### src/rtl/obsidian_decode_stage.sv
// rtl/obsidian_decode_stage.sv - LEGv8 decode stage: IF_ID decode, 32x64 register file, ID_EX register.
// Optional write-before-read forwarding is enabled by defining OBSIDIAN_DECODE_BYPASS_EN.
module obsidian_decode_stage #(
  parameter int XLEN  = 64,
  parameter int PC_W  = 32,
  parameter int NREGS = 32
) (
  input  logic                     clk,
  input  logic                     rst_n,
  input  logic [PC_W+31:0]         IF_ID,
  input  logic                     if_valid,
  input  logic                     stall,
  input  logic                     flush,
  input  logic                     wb_en,
  input  logic [$clog2(NREGS)-1:0] wb_addr,
  input  logic [XLEN-1:0]          wb_data,
  output logic                     id_valid,
  output logic [PC_W-1:0]          id_pc,
  output logic [XLEN-1:0]          id_rs1_data,
  output logic [XLEN-1:0]          id_rs2_data,
  output logic [XLEN-1:0]          id_imm,
  output logic [4:0]               id_rd,
  output logic [3:0]               id_alu_op,
  output logic [5:0]               id_ctrl,
  output logic                     id_illegal
);

  localparam int              AW  = $clog2(NREGS);
  localparam logic [AW-1:0]   XZR = AW'(NREGS - 1);

  localparam logic [10:0] OP_ADD  = 11'h458;
  localparam logic [10:0] OP_SUB  = 11'h658;
  localparam logic [10:0] OP_AND  = 11'h450;
  localparam logic [10:0] OP_ORR  = 11'h550;
  localparam logic [10:0] OP_LDUR = 11'h7C2;
  localparam logic [10:0] OP_STUR = 11'h7C0;
  localparam logic [9:0]  OP_ADDI = 10'h244;
  localparam logic [9:0]  OP_SUBI = 10'h344;
  localparam logic [5:0]  OP_B    = 6'h05;
  localparam logic [7:0]  OP_CBZ  = 8'hB4;

  localparam logic [3:0] ALU_ADD    = 4'd0;
  localparam logic [3:0] ALU_SUB    = 4'd1;
  localparam logic [3:0] ALU_AND    = 4'd2;
  localparam logic [3:0] ALU_ORR    = 4'd3;
  localparam logic [3:0] ALU_PASS_B = 4'd4;

  // id_ctrl = {reg_write, mem_read, mem_write, branch, cbz, alu_src_imm}
  localparam logic [5:0] C_REG_WRITE = 6'b100000;
  localparam logic [5:0] C_MEM_READ  = 6'b010000;
  localparam logic [5:0] C_MEM_WRITE = 6'b001000;
  localparam logic [5:0] C_BRANCH    = 6'b000100;
  localparam logic [5:0] C_CBZ       = 6'b000010;
  localparam logic [5:0] C_ALU_IMM   = 6'b000001;

  logic [31:0]     instr;
  logic [PC_W-1:0] fetch_pc;
  logic [10:0]     op11;

  assign instr    = IF_ID[31:0];
  assign fetch_pc = IF_ID[PC_W+31:32];
  assign op11     = instr[31:21];

  logic [XLEN-1:0] dec_imm;
  logic [3:0]      dec_alu;
  logic [5:0]      dec_ctrl;
  logic            dec_illegal;
  logic            rs2_from_rt;

  always_comb begin
    dec_imm     = '0;
    dec_alu     = ALU_ADD;
    dec_ctrl    = '0;
    dec_illegal = 1'b0;
    rs2_from_rt = 1'b0;
    // An all-zero word is a NOP and keeps every default.
    if (instr != 32'h0) begin
      if (op11 == OP_ADD || op11 == OP_SUB || op11 == OP_AND || op11 == OP_ORR) begin
        dec_ctrl = C_REG_WRITE;
        case (op11)
          OP_SUB:  dec_alu = ALU_SUB;
          OP_AND:  dec_alu = ALU_AND;
          OP_ORR:  dec_alu = ALU_ORR;
          default: dec_alu = ALU_ADD;
        endcase
      end else if (instr[31:22] == OP_ADDI || instr[31:22] == OP_SUBI) begin
        dec_ctrl = C_REG_WRITE | C_ALU_IMM;
        dec_imm  = {{(XLEN-12){1'b0}}, instr[21:10]};
        dec_alu  = (instr[31:22] == OP_SUBI) ? ALU_SUB : ALU_ADD;
      end else if (op11 == OP_LDUR) begin
        dec_ctrl = C_REG_WRITE | C_MEM_READ | C_ALU_IMM;
        dec_imm  = {{(XLEN-9){instr[20]}}, instr[20:12]};
      end else if (op11 == OP_STUR) begin
        dec_ctrl    = C_MEM_WRITE | C_ALU_IMM;
        dec_imm     = {{(XLEN-9){instr[20]}}, instr[20:12]};
        rs2_from_rt = 1'b1;
      end else if (instr[31:26] == OP_B) begin
        dec_ctrl = C_BRANCH;
        dec_imm  = {{(XLEN-26){instr[25]}}, instr[25:0]};
      end else if (instr[31:24] == OP_CBZ) begin
        dec_ctrl    = C_CBZ;
        dec_imm     = {{(XLEN-19){instr[23]}}, instr[23:5]};
        dec_alu     = ALU_PASS_B;
        rs2_from_rt = 1'b1;
      end else begin
        dec_illegal = 1'b1;
      end
    end
  end

  logic [XLEN-1:0] regs [NREGS];
  logic [AW-1:0]   rs1_idx;
  logic [AW-1:0]   rs2_idx;
  logic            byp1;
  logic            byp2;
  logic [XLEN-1:0] rs1_data;
  logic [XLEN-1:0] rs2_data;

  assign rs1_idx = AW'(instr[9:5]);
  assign rs2_idx = rs2_from_rt ? AW'(instr[4:0]) : AW'(instr[20:16]);

`ifdef OBSIDIAN_DECODE_BYPASS_EN
  assign byp1 = wb_en && (wb_addr == rs1_idx) && (wb_addr != XZR);
  assign byp2 = wb_en && (wb_addr == rs2_idx) && (wb_addr != XZR);
`else
  assign byp1 = 1'b0;
  assign byp2 = 1'b0;
`endif

  assign rs1_data = (rs1_idx == XZR) ? '0 : (byp1 ? wb_data : regs[rs1_idx]);
  assign rs2_data = (rs2_idx == XZR) ? '0 : (byp2 ? wb_data : regs[rs2_idx]);

  // Writeback runs independently of stall/flush.
  always_ff @(posedge clk or negedge rst_n) begin
    if (!rst_n) begin
      for (int i = 0; i < NREGS; i++) regs[i] <= '0;
    end else if (wb_en && wb_addr != XZR) begin
      regs[wb_addr] <= wb_data;
    end
  end

  always_ff @(posedge clk or negedge rst_n) begin
    if (!rst_n) begin
      id_valid    <= 1'b0;
      id_pc       <= '0;
      id_rs1_data <= '0;
      id_rs2_data <= '0;
      id_imm      <= '0;
      id_rd       <= '0;
      id_alu_op   <= '0;
      id_ctrl     <= '0;
      id_illegal  <= 1'b0;
    end else if (flush) begin
      id_valid   <= 1'b0;
      id_ctrl    <= '0;
      id_illegal <= 1'b0;
    end else if (!stall) begin
      id_valid    <= if_valid;
      id_pc       <= fetch_pc;
      id_rs1_data <= rs1_data;
      id_rs2_data <= rs2_data;
      id_imm      <= dec_imm;
      id_rd       <= instr[4:0];
      id_alu_op   <= dec_alu;
      id_ctrl     <= if_valid ? dec_ctrl : 6'b0;
      id_illegal  <= if_valid & dec_illegal;
    end
  end

endmodule
### config.mk
export PLATFORM = sky130hd
export DESIGN_NAME = obsidian_decode_stage
export DESIGN_NICKNAME = d
export VERILOG_FILES = /design/src/rtl/obsidian_decode_stage.sv
export SDC_FILE = /design/constraint.sdc
export NUM_CORES = 2
export LEC_CHECK = 0
export ABC_CLOCK_PERIOD_IN_PS = 5050
export CAP_MARGIN = 0
export CORE_MARGIN = 3
export CORE_UTILIZATION = 45
export DETAILED_ROUTE_END_ITERATION = 12
export SKIP_CTS_REPAIR_TIMING = 1
export SYNTH_ARGS = -nofsm -noshare
export SYNTH_HDL_FRONTEND = slang
export SYNTH_SLANG_ARGS = --single-unit
export TNS_END_PERCENT = 1
### constraint.sdc
create_clock -name clk -period 5.05 [get_ports clk]
set_input_delay 1.2625 -clock clk [delete_from_list [all_inputs] [get_ports clk]]
set_output_delay 1.2625 -clock clk [all_outputs]
set_load 0.02 [all_outputs]
==> results.yml <==
route:
  vias: 83700
  ant_nets: 0
  dr.pass1.iters: 7
  drc_errors: 0
  vias_per_cell: 6.71
  dr.first_iter.drc_count: 10500
  routed_wl_um: 421000
  wl_per_cell_um: 33.7
power:
  p_leak_nw: 58.4
  powerDensity_nw_per_um2: 407
  vdd_ir_drop_max_v: 0.000418
grt:
  grt_pass1_vias: 83500
  grt_antenna_before_repair: 45
  grt_pass1_wl_um: 611000
  grt.total_usage_pct: 31.4
  grt-ovfl-total: 0
  grt_max_degree: 136
setup_path:
  crit_path_frequent_cell: "buf_12"
  worstReg2RegEnd: "id_rs1_data[43]"
  reg2regPathDepth: 4
  crit_slowest_cell: "a32o_2"
  reg2reg_from: "regs[1067]"
  worstPathRequired_ns: 5.83
  max_stage_delay_ns: 0.52
  cp_cell_sequence: "clkdlybuf4s50_1, nor4b_4, a32o_2, nand3_4, nand2_8, buf_12, buf_12, buf_4, mux2i_1, o221ai_1, a211oi_1, nor4_1"
  path_class: "input pin to flip-flop"
  cp.arrival_ns: 4.96
  path_max_fanout: 39
  worstSetupStartpointType: "input pin"
  r2r_slack_ns: 2.70
  cp-end-kind: "flip-flop"
  crit_start: "IF_ID[26]"
die:
  ioPinCount: 380
  die_width_um: 515
  start_util_pct: 45.3
  row_count: 186
  coreArea_um2: 257000
  die_h_um: 515
  die_area_um2: 265000
sta:
  tightest_slew_ns: 1.27
  holdWs_ns: 0.238
  fin_setup_tns_ns: 0
  min_period_ns: 4.17
  grt_setup_unrepaired: "false"
  timing.fmax_ghz: 0.240
  finalHoldViolCount: 0
  period_share_pct: 82.7
  worst_slack_ns: 0.875
  fin_worst_skew_ns: 0.0603
  setup_viol: 0
  slew_headroom_pct: 14.7
  drv_slew: 0
min_path:
  holdCritPathClass: "input pin to asynchronous set/reset pin"
synthesis:
  synthMuxAreaShare_pct: 36.5
  synthFlopType: "dfrtp_1"
  synth_area_um2: 117000
  postSynthAreaPerCell_um2: 13.2
  synth-compound-area-share_pct: 5.49
  synth_cell_types: 69
  synth-xor-area-share_pct: 0
  synthSimpleGateAreaFrac_pct: 6.09
  synth_top_family_by_area: "multiplexers"
  synthCells: 8823
  syn-num-nets: 8962
  seq_area_frac_synth_pct: 48.3
  synth_edf_count: 0
  yosys_warnings: 0
  synthAdderAreaFrac_pct: 0
  synth-async-reset-ratio_pct: 100
  ys_seq_elements: 2250
layout:
  fillCellCount: 21400
  layout_common_cells: "dfrtp_1, mux2_2, nand2_1"
  nNetsFinal: 9014
  layout-drive-gt1-share_pct: 40.5
  final_common_cell: "dfrtp_1"
  multi_input_area_um2: 56400
  areaGrowthSynthToFinish_pct: 15.9
  regArea_um2: 56300
place:
  hpwl_um: 244000
  globalplace.congestion: 0.861
  post-place-ws_ns: 0.0720
  numPortBuffers: 378
clocking:
  numCtsBuffers: 277
  clkTransAtPathRegs_ns: 0.06
  clockBufferDepth: 4
  cts_max_level: 5
  cts_tree: "yes"
  clock_sinks: 2250
  cts_root_buf: "clkbuf_16"
  clkLatencyLatePin_ns: 0.95
flow_run:
  cap_violations: 0
status:
  status: "complete, no violations"
how the worst max path moves through the flow:
| stage | slack (ns) | depth (start not counted) | end |
|---|---|---|---|
| after floorplan | 1.39 | 11 | id_rs2_data[48] |
| after global placement | 0.14 | 12 | id_rs2_data[13] |
| after detailed placement | 0.07 | 12 | id_rs2_data[62] |
| after CTS | 1.03 | 1 | id_imm[48] |
| after global routing | 0.78 | 12 | id_rs2_data[62] |
| final | 0.88 | 12 | id_rs2_data[62] |
flip-flops by register name (all words and copies together) (netlist names):
signal,flops
regs,2048
id_rs1_data,64
id_rs2_data,64
id_pc,32
id_imm,26
id_ctrl,6
id_rd,5
id_alu_op,3
id_illegal,1
id_valid,1
metal layers:
metal	GRT usage [%]	vias up	wire, µm
met2	47.1	4786	188000
met3	6.89	919	40300
met1	44.7	44800	175000
met4	12.2	14	16800
met5	0.110	-	94
li1	-	33200	-
cells in the mapped netlist, types with 71 or more instances:
master	instances	area (µm²)
buf_1	90	338
mux4_2	746	16800
a311o_1	71	711
a32oi_1	77	674
mux2_2	2020	22700
a21oi_1	97	485
clkbuf_1	712	2670
buf_2	126	631
o21ai_0	137	686
dfrtp_1	2250	56300
nand2_1	1106	4150
and3_1	148	926
mux2i_1	296	2960
a211oi_1	166	1250
nand3_1	247	1240
cells by family (layout without fill, tap and decap cells):
family / Yosys count / in the layout
muxes: 3062 / 3062
DFF: 2250 / 2250
and+or+nand+nor: 1627 / 1627
buffers and inverters: 1006 / 1250
AOI/OAI and AO/OA: 877 / 877
other: 1 / 25
power by group:
part / switching (W) / leakage [nW] / internal [W]
clock network: 0.00791 / 4.54 / 0.0123
logic: 0.00462 / 25.0 / 0.00605
registers: 0.00272 / 28.9 / 0.0214
critical path: cells and delay by family:
family / cells / cell delay, ns
AOI/OAI and AO/OA: 3 / 0.97
buffers and inverters: 4 / 1.23
muxes: 1 / 0.19
and+or+nand+nor: 4 / 1.15
final cells by class:
type | count | area share (%)
sequential | 2250 | 41.7
antenna | 24 | 0.0445
clock buffer | 396 | 6.07
multi-input combinational | 5567 | 41.8
tap | 3384 | 3.13
clock inverter | 75 | 0.720
timing repair buffer | 779 | 6.59
per-stage QoR:
step / cells / power [W] / util [%] / area [µm²]
5_1_grt: 12500 / 0.0572 / 52.5 / 135000
4_1_cts: 12500 / 0.0552 / 52.5 / 135000
3_5_place_dp: 12000 / 0.0349 / 48.9 / 126000
3_3_place_gp: 12000 / 0.0345 / 48.9 / 126000
6_report: 12500 / 0.0550 / 52.5 / 135000
2_1_floorplan: 8823 / 0.0308 / - / 117000
No activity file was read; power rests on OpenSTA's default activity.
